--- src/rtl/fetch_stage.sv ---
// Instruction-fetch stage: owns the PC, runs the request/done handshake to a
// multi-cycle instruction memory, and loads the IF/ID register. A one-entry
// hold buffer absorbs stalls; redirects flush the wrong path, and a HALT from
// decode stops fetching until reset.
module fetch_stage #(
    parameter logic [15:0] RESET_PC  = 16'h0000,
    parameter logic [15:0] NOP_INSTR = 16'h0800
) (
    input  logic        clk,
    input  logic        rst_n,
    input  logic        stall,
    input  logic        redirect,
    input  logic [15:0] redirect_pc,
    input  logic        halt_in,
    input  logic        imem_done,
    input  logic [15:0] imem_rdata,
    output logic        imem_req,
    output logic [15:0] imem_addr,
    output logic [15:0] ifid_instr,
    output logic [15:0] ifid_pc_inc,
    output logic        ifid_valid,
    output logic        halted,
    output logic        err
);

    typedef enum logic [1:0] {
        FETCH,
        HOLD,
        DISCARD,
        HALTED
    } state_e;

    state_e      state_q,      state_d;
    logic [15:0] pc_q,         pc_d;
    logic [15:0] drop_addr_q,  drop_addr_d;
    logic [15:0] hold_q,       hold_d;
    logic [15:0] instr_q,      instr_d;
    logic [15:0] pc_inc_q,     pc_inc_d;
    logic        valid_q,      valid_d;
    logic        err_q,        err_d;
    logic [15:0] pc_plus2;

    assign pc_plus2 = pc_q + 16'd2;

    // Next-state: redirect beats halt beats stall beats normal flow.
    // In DISCARD, pc_q already holds the redirect target, so the still-pending
    // request is addressed from drop_addr_q until memory answers it.
    always_comb begin
        state_d     = state_q;
        pc_d        = pc_q;
        drop_addr_d = drop_addr_q;
        hold_d      = hold_q;
        instr_d     = instr_q;
        pc_inc_d    = pc_inc_q;
        valid_d     = valid_q;
        err_d       = err_q;

        if (state_q != HALTED) begin
            if (redirect) begin
                instr_d  = NOP_INSTR;
                pc_inc_d = '0;
                valid_d  = 1'b0;
                hold_d   = '0;
                pc_d     = {redirect_pc[15:1], 1'b0};
                err_d    = err_q | redirect_pc[0];
                if (state_q != HOLD && !imem_done) begin
                    state_d = DISCARD;
                    if (state_q == FETCH) begin
                        drop_addr_d = pc_q;
                    end
                end else begin
                    state_d = FETCH;
                end
            end else if (halt_in) begin
                state_d  = HALTED;
                instr_d  = NOP_INSTR;
                pc_inc_d = '0;
                valid_d  = 1'b0;
            end else begin
                case (state_q)
                    FETCH: begin
                        if (imem_done) begin
                            if (stall) begin
                                hold_d  = imem_rdata;
                                state_d = HOLD;
                            end else begin
                                instr_d  = imem_rdata;
                                pc_inc_d = pc_plus2;
                                valid_d  = 1'b1;
                                pc_d     = pc_plus2;
                            end
                        end else if (!stall) begin
                            instr_d  = NOP_INSTR;
                            pc_inc_d = '0;
                            valid_d  = 1'b0;
                        end
                    end
                    HOLD: begin
                        if (!stall) begin
                            instr_d  = hold_q;
                            pc_inc_d = pc_plus2;
                            valid_d  = 1'b1;
                            pc_d     = pc_plus2;
                            state_d  = FETCH;
                        end
                    end
                    DISCARD: begin
                        instr_d  = NOP_INSTR;
                        pc_inc_d = '0;
                        valid_d  = 1'b0;
                        if (imem_done) begin
                            state_d = FETCH;
                        end
                    end
                    default: begin
                    end
                endcase
            end
        end
    end

    // State and pipeline register update with asynchronous active-low reset.
    always_ff @(posedge clk or negedge rst_n) begin
        if (!rst_n) begin
            state_q     <= FETCH;
            pc_q        <= RESET_PC;
            drop_addr_q <= '0;
            hold_q      <= '0;
            instr_q     <= NOP_INSTR;
            pc_inc_q    <= '0;
            valid_q     <= 1'b0;
            err_q       <= 1'b0;
        end else begin
            state_q     <= state_d;
            pc_q        <= pc_d;
            drop_addr_q <= drop_addr_d;
            hold_q      <= hold_d;
            instr_q     <= instr_d;
            pc_inc_q    <= pc_inc_d;
            valid_q     <= valid_d;
            err_q       <= err_d;
        end
    end

    // Memory request is gated by rst_n so it drops as soon as reset asserts.
    assign imem_req    = rst_n && (state_q == FETCH || state_q == DISCARD);
    assign imem_addr   = (state_q == DISCARD) ? drop_addr_q : pc_q;
    assign ifid_instr  = instr_q;
    assign ifid_pc_inc = pc_inc_q;
    assign ifid_valid  = valid_q;
    assign halted      = (state_q == HALTED);
    assign err         = err_q;

endmodule
--- config.mk ---
export PLATFORM = sky130hd
export DESIGN_NAME = fetch_stage
export DESIGN_NICKNAME = d
export VERILOG_FILES = /design/src/rtl/fetch_stage.sv
export SDC_FILE = /design/constraint.sdc
export NUM_CORES = 1
export LEC_CHECK = 0
export BUFFER_PORTS_ARGS = -buffer_cell sky130_fd_sc_hd__clkbuf_2
export CAP_MARGIN = 20
export CORE_AREA = 4 4 104 106
export DETAILED_ROUTE_END_ITERATION = 7
export DIE_AREA = 0 0 108 110
export PLACE_DENSITY = 0.73
export SLEW_MARGIN = 20
export SYNTH_ARGS = -nofsm -noshare
export SYNTH_HDL_FRONTEND = slang
export SYNTH_SLANG_ARGS = --single-unit
--- constraint.sdc ---
create_clock -name clk -period 1.8 [get_ports clk]
set_input_delay 0.54 -clock clk [delete_from_list [all_inputs] [get_ports clk]]
set_output_delay 0.54 -clock clk [all_outputs]
set_load 0.01 [all_outputs]
# [After elaboration in Yosys (flattened, before gate mapping)]
# Cells that the tools add are included.
[classes] add_sub_neg=1 n_eq_ne=13 muxes=38 bitwise_logic=1 reduce_logical=17
[ops] operator="2-to-1 mux 16 bit" count=21
[ops] operator="one-hot mux 16 bit (3 select lines)" count=2
[ops] operator="one-hot mux 16 bit (2 select lines)" count=1
[ops] operator="inequality test 4 bit (second input constant)" count=5
[ops] operator="adder 16 x 2 -> 16 bit (second input constant)" count=1
[ops] operator="2-to-1 mux 2 bit" count=7
[ops] operator="AND reduction 4 bit" count=3
[ops] operator="one-hot mux 2 bit (3 select lines)" count=1
[ops] operator="AND reduction 6 bit" count=1
[ops] operator="nonzero test 2 bit" count=3
[ops] operator="2-to-1 mux 1 bit" count=5
[ops] operator="inequality test 5 bit (second input constant)" count=1
[ops] operator="AND reduction 5 bit" count=1
[ops] operator="nonzero test 5 bit" count=1
[ops] operator="equality test 2 bit (second input constant)" count=2
[ops] operator="inequality test 2 bit (second input constant)" count=2
[ops] operator="inequality test 3 bit (second input constant)" count=1
[ops] operator="one-hot mux 1 bit (3 select lines)" count=1
[ops] operator="AND reduction 3 bit" count=1
[ops] operator="nonzero test 3 bit" count=1
[ops] operator="equality test 2 x 1 -> 1 bit (second input constant)" count=1
[ops] operator="logical AND 1 bit" count=2
[ops] operator="zero test 2 bit" count=1
[ops] operator="inequality test 2 x 1 -> 1 bit (second input constant)" count=1
[ops] operator="other kinds (4)" count=4
[word_totals] ff_bits=84 input_bits=38 output_inout_bits=52 wordCells=78

# [Longest topological paths before layout]
# Gate-level depths: netlist of the first run.
[logic_depth] word_depth=6 ltp_mapped=9

# [Least setup slack after synthesis of the first run]
# Ideal clock, no wire load.
[synth_timing] path_type="register to register" from="register state_q[0]" to="register pc_inc_q[5] (netlist: ifid_pc_inc[5])" setup_ps=126 arrival_ps=1873 required_ps=1674 setup_slack_ps=-199 stages_incl_launch_ff=9 n_path_buf=2 cell_sequence="dfrtp_1 -> inv_1 -> ha_1 -> and2_1 -> buf_6 -> o211a_1 -> a211o_4 -> buf_6 -> o2bb2ai_2"
[synth_between] elab_chain_cells=4 word_cells_on_any_way=10 cone_classes="eq/ne: 4; mux: 3; reduce/logical: 3"
[synth_lines] element="start, declared" line="33" text="state_e state_q, state_d;"
[synth_lines] element="start signal, assigned" line="134" text="state_q <= state_d;"
[synth_lines] element="equality test 2 bit (tied with other cells)" line="80" text="case (state_q)"
[synth_lines] element="one-hot mux 16 bit (3 select lines)" line="80"
[synth_lines] element="2-to-1 mux 16 bit" line="74" text="end else if (halt_in) begin"
[synth_lines] element="2-to-1 mux 16 bit" line="59" text="if (redirect) begin"
[synth_lines] element="end signal, assigned" line="139" text="pc_inc_q <= pc_inc_d;"
[synth_lines] element="end, declared" line="38" text="logic [15:0] pc_inc_q, pc_inc_d;"
# Parallel ways exist; a longest one is shown, timed or not.
# A chain may end at the register's enable or synchronous reset.

# [Worst setup path in the final report of the first run]
[layout_timing] from="register state_q[0]" to="output imem_addr[3]"
[layout_between] elab_chain_cells=2
[layout_lines] element="equality test 2 bit" line="147" text="assign imem_addr = (state_q == DISCARD) ? drop_addr_q : pc_q;"
[layout_lines] element="2-to-1 mux 16 bit" line="147"
[layout_lines] element="end, declared" line="18" text="output logic [15:0] imem_addr,"
# No other way between the ends.

==> results by group, run 1 <==
Synth
  • Largest cells by area after synthesis: dfrtp_1 46%, mux2_2 6.7%, o21ai_0 5.6%, nand2_1 4.3%, a22oi_1 3.8%
  • Library cells used by synthesis: 61
  • Syn_nets: 477
  • Post-synth top area share: 46.4%
  • Synth warn: 0
  • Mapped cell area: 4370 sq um
  • Post-synth EDFFs: 0
  • Synth area leader: dfrtp_1
  • Top cells by count, synth: 81 x dfrtp_1, 50 x nand2_1, 49 x o21ai_0, 26 x mux2_2, 22 x a22oi_1
  • Sequential fraction of the synthesis area: 47.0%
  • Syn avg cell area: 10.1 sq um
  • Post-synth top flop: dfrtp_1
  • FF+latch count, synth: 82
  • Post-synthesis async set-or-reset flop share: 100%
  • Most common cell in the synthesized netlist: dfrtp_1
  • Post-Syn Instances: 433

Layout
  • Share of cells above drive strength 1: 51.5%
  • Inserted Diodes: 0
  • Design Area, Final: 6420 sq um
  • Area grow syn2layout: 47.0%
  • # nets final: 615
  • Final Util: 65.7%
  • Fillers: 709

Timing
  • Final Skew: 4.30 ps
  • Worst slew margin: 58.3%
  • Final WS setup: -392 ps
  • Final Max Tran Viols: 0
  • Final setup vio count: 80
  • RSZ-0062 raised after global routing: true
  • Fmax achieved: 456 MHz
  • Endpoints failing hold: 0
  • Final Cycle Share: 122%
  • Least-Margin Pin Slew: 622 ps
  • Final min period: 2190 ps

GRT
  • Initial antenna violation count: 0
  • Tot GR Track Use: 22.9%
  • First-pass GRT wire length: 21,000 microns
  • Pin count of the biggest net entering global routing: 83
  • Vias in the first global route: 3,987
  • Grt total ovfl: 0

Route
  • Detail Route Antenna Nets: 0
  • WL/cell: 20.2 microns
  • Routed wire length: 14,300 microns
  • Drt pass-1 iters: 5
  • Drt drc: 0
  • Vias/cell: 5.86
  • Initial DRC Count: 304
  • Via Count: 4,148

Outcome
  • Status: finished, violations left
  • Failing checks: negative setup slack

Power
  • PwrDens: 1630 nW/um^2
  • Leakage power: 2.90 nW
  • Worst ir drop on vdd: 728 uV

Critical path
  • CP Max Fanout: 8
  • Critical path type: reg2out
  • Critical path arrival: 1650 ps
  • Nature of the critical path endpoint: output port
  • CP cell instances: inv_2 -> ha_4 -> buf_12 -> mux2_4 -> buf_6
  • Max incr delay on CP: 410 ps
  • Buf+Inv Stages, Crit Path: 3
  • Top Family by Delay on Critical Path: flip-flops
  • Reg-to-reg setup timing slack: -260 ps
  • Crit-path slowest cell: dfrtp_2
  • Startpoint class of the critical path: flip-flop
  • Critical Path RT: 1260 ps

Clocking
  • TritonCTS clock tree: yes
  • CTS Buf Count: 9
  • # H-tree levels: 3
  • CTS Hold Buffers Added: 0
  • CTS root buffer: clkbuf_8
  • Maximum root-to-sink buffer count: 2
  • Clk_lat worst skew: 360 ps
  • Reg clk slew, reported paths: 80 ps
  • CTS sink count: 82

Die
  • DIE AREA: 11,900 sq um
  • Starting Density: 44.7%
  • Die Ht: 110 microns
  • Site Rows: 36
  • Core footprint: 9770 sq um
  • Chip Width: 108 microns
  • I/O pin total: 90

Worst hold path
  • Worst hold path type: in2async

Run
  • Max-cap viol count: 0

Placed design
  • GPL Wtd Cong: 0.934
  • Dpl hpwl: 8630 microns
  • Port Buffers: 88
  • Placed cell area: 5350 sq um
## cell families (layout without fill, tap and decap cells)
| group | Yosys count | count (layout) | share of synthesized area [%] |
|---|---|---|---|
| multiplexers | 29 | 29 | 7.39 |
| AND/OR/NAND/NOR | 108 | 108 | 12.3 |
| buffers and inverters | 52 | 193 | 5.73 |
| AO/OA/AOI/OAI | 142 | 143 | 23.1 |
| XOR/XNOR | 13 | 13 | 2.61 |
| other | 1 | 1 | 0.0858 |
| flip-flops | 82 | 82 | 47.0 |
| adder cells (fa/ha/maj) | 6 | 6 | 1.72 |
## routing by layer
| metal | wire length (microns) | track usage, % | vias to the layer above |
|---|---|---|---|
| li1 | - | - | 1881 |
| met1 | 5980 | 30.7 | 2059 |
| met2 | 7120 | 37.0 | 178 |
| met3 | 894 | 5.13 | 30 |
| met4 | 306 | 7.48 | 0 |
| met5 | 0 | 0 | - |
## final cells by class
| type | instances | area, sq um | share of cell area (%) |
|---|---|---|---|
| Multi-Input combinational cell | 300 | 2630 | 41.0 |
| Sequential cell | 82 | 2060 | 32.0 |
| Timing Repair Buffer | 168 | 1370 | 21.4 |
| Tap cell | 133 | 166 | 2.59 |
| Clock buffer | 12 | 135 | 2.10 |
| Inverter | 10 | 42.5 | 0.663 |
| Clock inverter | 3 | 17.5 | 0.273 |
## timing repair
action,4_1_cts,5_1_grt
gates cloned,4,2
setup endpoints to repair,70,96
pin swaps,7,17
setup buffers,9,10
resized for setup,48,119
## stage by stage
| step | TNS [ps] | power (mW) | setup WS [ps] | hold WS (ps) | instances |
|---|---|---|---|---|---|
| floorplan | -615 | 5.48 | -59.5 | 244 | 433 |
| global placement | -1660 | 7.09 | -52.7 | 437 | 670 |
| detailed placement | -3470 | 7.23 | -90.7 | 451 | 670 |
| CTS | -8940 | 9.22 | -357 | 251 | 698 |
| global route | -19230 | 11.0 | -429 | 254 | 708 |
| finish | -16340 | 10.4 | -392 | 229 | 708 |
## worst paths after layout
kind                                 from        endpoint  cells after the start
max                            state_q[0]    imem_addr[3]                      5
min                                 rst_n         pc_q[3]                      2
max reg2reg                    state_q[1]  ifid_instr[10]                      8
min reg2reg                           err             err                      1
max in group asynchronous           rst_n         pc_q[2]                      2
min in group clk           redirect_pc[0]             err                      2
## state kept, by name (all words and copies together), names as in the netlist
name         count
drop_addr_q     15
ifid_valid       1
ifid_instr      16
hold_q          16
ifid_pc_inc     16
state_q          2
err              1
pc_q            15
## power by group
part / switching (mW) / internal (mW) / leakage (nW)
clock: 0.665 / 0.491 / 0.0762
combinational: 3.16 / 3.22 / 1.77
sequential: 0.501 / 2.40 / 1.06
total: 4.33 / 6.11 / 2.90
## placed cells by master (no fill, tap or decap), types with 9 or more instances in the layout
cell type,n
a22oi_1,20
buf_4,50
buf_6,27
clkbuf_2,73
clkbuf_8,9
dfrtp_1,79
mux2_2,15
mux2_4,11
nand2_1,44
nor2_1,10
o21ai_0,32
o21ai_2,9
o2bb2ai_2,11
o41ai_2,11
No activity file was read; power rests on OpenSTA's default activity.
==> run 2, diff against run 1 <==
MAX_ROUTING_LAYER = met4   (was default)
PLACE_DENSITY = 0.66   (was 0.73)
REMOVE_ABC_BUFFERS = 1   (was default)
==> results by group, run 2 (synthesis results as in run 1) <==
GRT
  • Tot GR Track Use: 23.4%
  • Initial antenna violation count: 0
  • First-pass GRT wire length: 21,000 microns
  • Pin count of the biggest net entering global routing: 83
  • Vias in the first global route: 4,054
  • Grt total ovfl: 0

Layout
  • Share of cells above drive strength 1: 51.1%
  • Fillers: 750
  • Most common cell after layout, fill and taps aside: dfrtp_1
  • Final Util: 65.5%
  • Inserted Diodes: 0
  • # nets final: 602
  • Most frequent cells in the layout: 79 x dfrtp_1, 73 x clkbuf_2, 47 x nand2_1
  • Area grow syn2layout: 46.4%

Route
  • Routed wire length: 14,000 microns
  • Initial DRC Count: 273
  • Detail Route Antenna Nets: 0
  • Vias/cell: 5.80
  • Drt drc: 0
  • Via Count: 4,034
  • Drt pass-1 iters: 5
  • WL/cell: 20.1 microns

Timing
  • Endpoints failing hold: 0
  • RSZ-0062 raised after global routing: true
  • Final Skew: 9.68 ps
  • Worst slew margin: 54.7%
  • Final Max Tran Viols: 0
  • Final min period: 2150 ps
  • Final Cycle Share: 119%
  • Fmax achieved: 465 MHz
  • Final setup vio count: 76
  • Final WS setup: -350 ps
  • Least-Margin Pin Slew: 677 ps

Clocking
  • Reg clk slew, reported paths: 80 ps
  • # H-tree levels: 3
  • CTS root buffer: clkbuf_8
  • Clk_lat worst skew: 360 ps
  • CTS Buf Count: 9
  • Maximum root-to-sink buffer count: 2
  • CTS sink count: 82
  • TritonCTS clock tree: yes

Critical path
  • Startpoint class of the critical path: flip-flop
  • Reg-to-reg setup timing slack: -180 ps
  • Crit path launch: state_q[0]
  • R2R Path End: ifid_instr[11]
  • Nature of the critical path endpoint: output port
  • CP Max Fanout: 6
  • R2R cell count: 9
  • FF-to-FF Start: state_q[0]
  • Critical path arrival: 1610 ps
  • Critical Path RT: 1260 ps
  • Critical path type: reg2out

Run
  • Max-cap viol count: 0

Outcome
  • Failing checks: negative setup slack
  • Status: finished, violations left

Die
  • I/O pin total: 90
  • Core footprint: 9770 sq um
  • DIE AREA: 11,900 sq um
  • Starting Density: 44.7%
  • Die Ht: 110 microns
  • Chip Width: 108 microns
  • Site Rows: 36

Placed design
  • Dpl hpwl: 7980 microns
  • GPL Wtd Cong: 0.821
  • Port Buffers: 88
  • Dpl ws: -119 ps

Worst hold path
  • Worst hold path type: in2async

Power
  • Worst ir drop on vdd: 665 uV
  • PwrDens: 1630 nW/um^2
  • Leakage power: 2.88 nW
## run 2: final cells by class
type	instances	area (sq um)	share of cell area (%)
Tap cell	133	166	2.60
Inverter	10	42.5	0.665
Clock inverter	6	82.6	1.29
Timing Repair Buffer	155	1330	20.8
Multi-Input combinational cell	300	2590	40.6
Sequential cell	82	2060	32.1
Clock buffer	9	124	1.94
## run 2: report_power, final
| part | internal [mW] | total [mW] | leakage (nW) | switching, mW |
|---|---|---|---|---|
| Sequential | 2.40 | 2.87 | 1.06 | 0.476 |
| Clock | 0.766 | 1.45 | 0.105 | 0.682 |
| Combinational | 3.10 | 6.14 | 1.72 | 3.04 |
| Total | 6.27 | 10.5 | 2.88 | 4.19 |
## run 2: metal layers
metal / track usage, % / vias up / routed length [microns]
li1: - / 1851 / -
met1: 30.1 / 1984 / 5870
met2: 37.3 / 171 / 6930
met3: 5.13 / 28 / 850
met4: 7.39 / 0 / 310
met5: - / - / 0
## run 2: worst max-delay path by stage
| stage | end | slack [ps] | cells past startpoint |
|---|---|---|---|
| 2_1_floorplan | hold_q[0] | -1000 | 5 |
| 3_3_place_gp | ifid_pc_inc[7] | -90 | 6 |
| 3_5_place_dp | ifid_pc_inc[8] | -120 | 6 |
| 4_1_cts | imem_addr[12] | -350 | 5 |
| 5_1_grt | imem_addr[12] | -410 | 5 |
| 6_report | imem_addr[12] | -350 | 5 |
## run 2: repair_timing
action / in CTS / in global routing
endpoints found under the setup margin: 74 / 98
setup buffers: 12 / 4
pin swaps: 9 / 9
resized for setup: 68 / 123
gates cloned: 5 / 4
hold buffers: 0 / 0
## run 2: critical path: stages, from the launching register on
cell and delay [ps]:
dfrtp_1 400, inv_2 90, ha_4 170, buf_8 140
mux2_4 320, buf_8 130
## run 2: stage by stage
step	std cells	setup TNS [ps]	hold slack (ps)	power, mW	instance area (sq um)
after floorplan	391	-52510	244	5.04	4160
after global placement	657	-3180	448	6.72	5210
after detailed placement	657	-4680	447	6.85	5210
after CTS	689	-10450	252	9.42	5850
after global routing	695	-15230	246	11.1	6400
final	695	-11260	224	10.5	6400
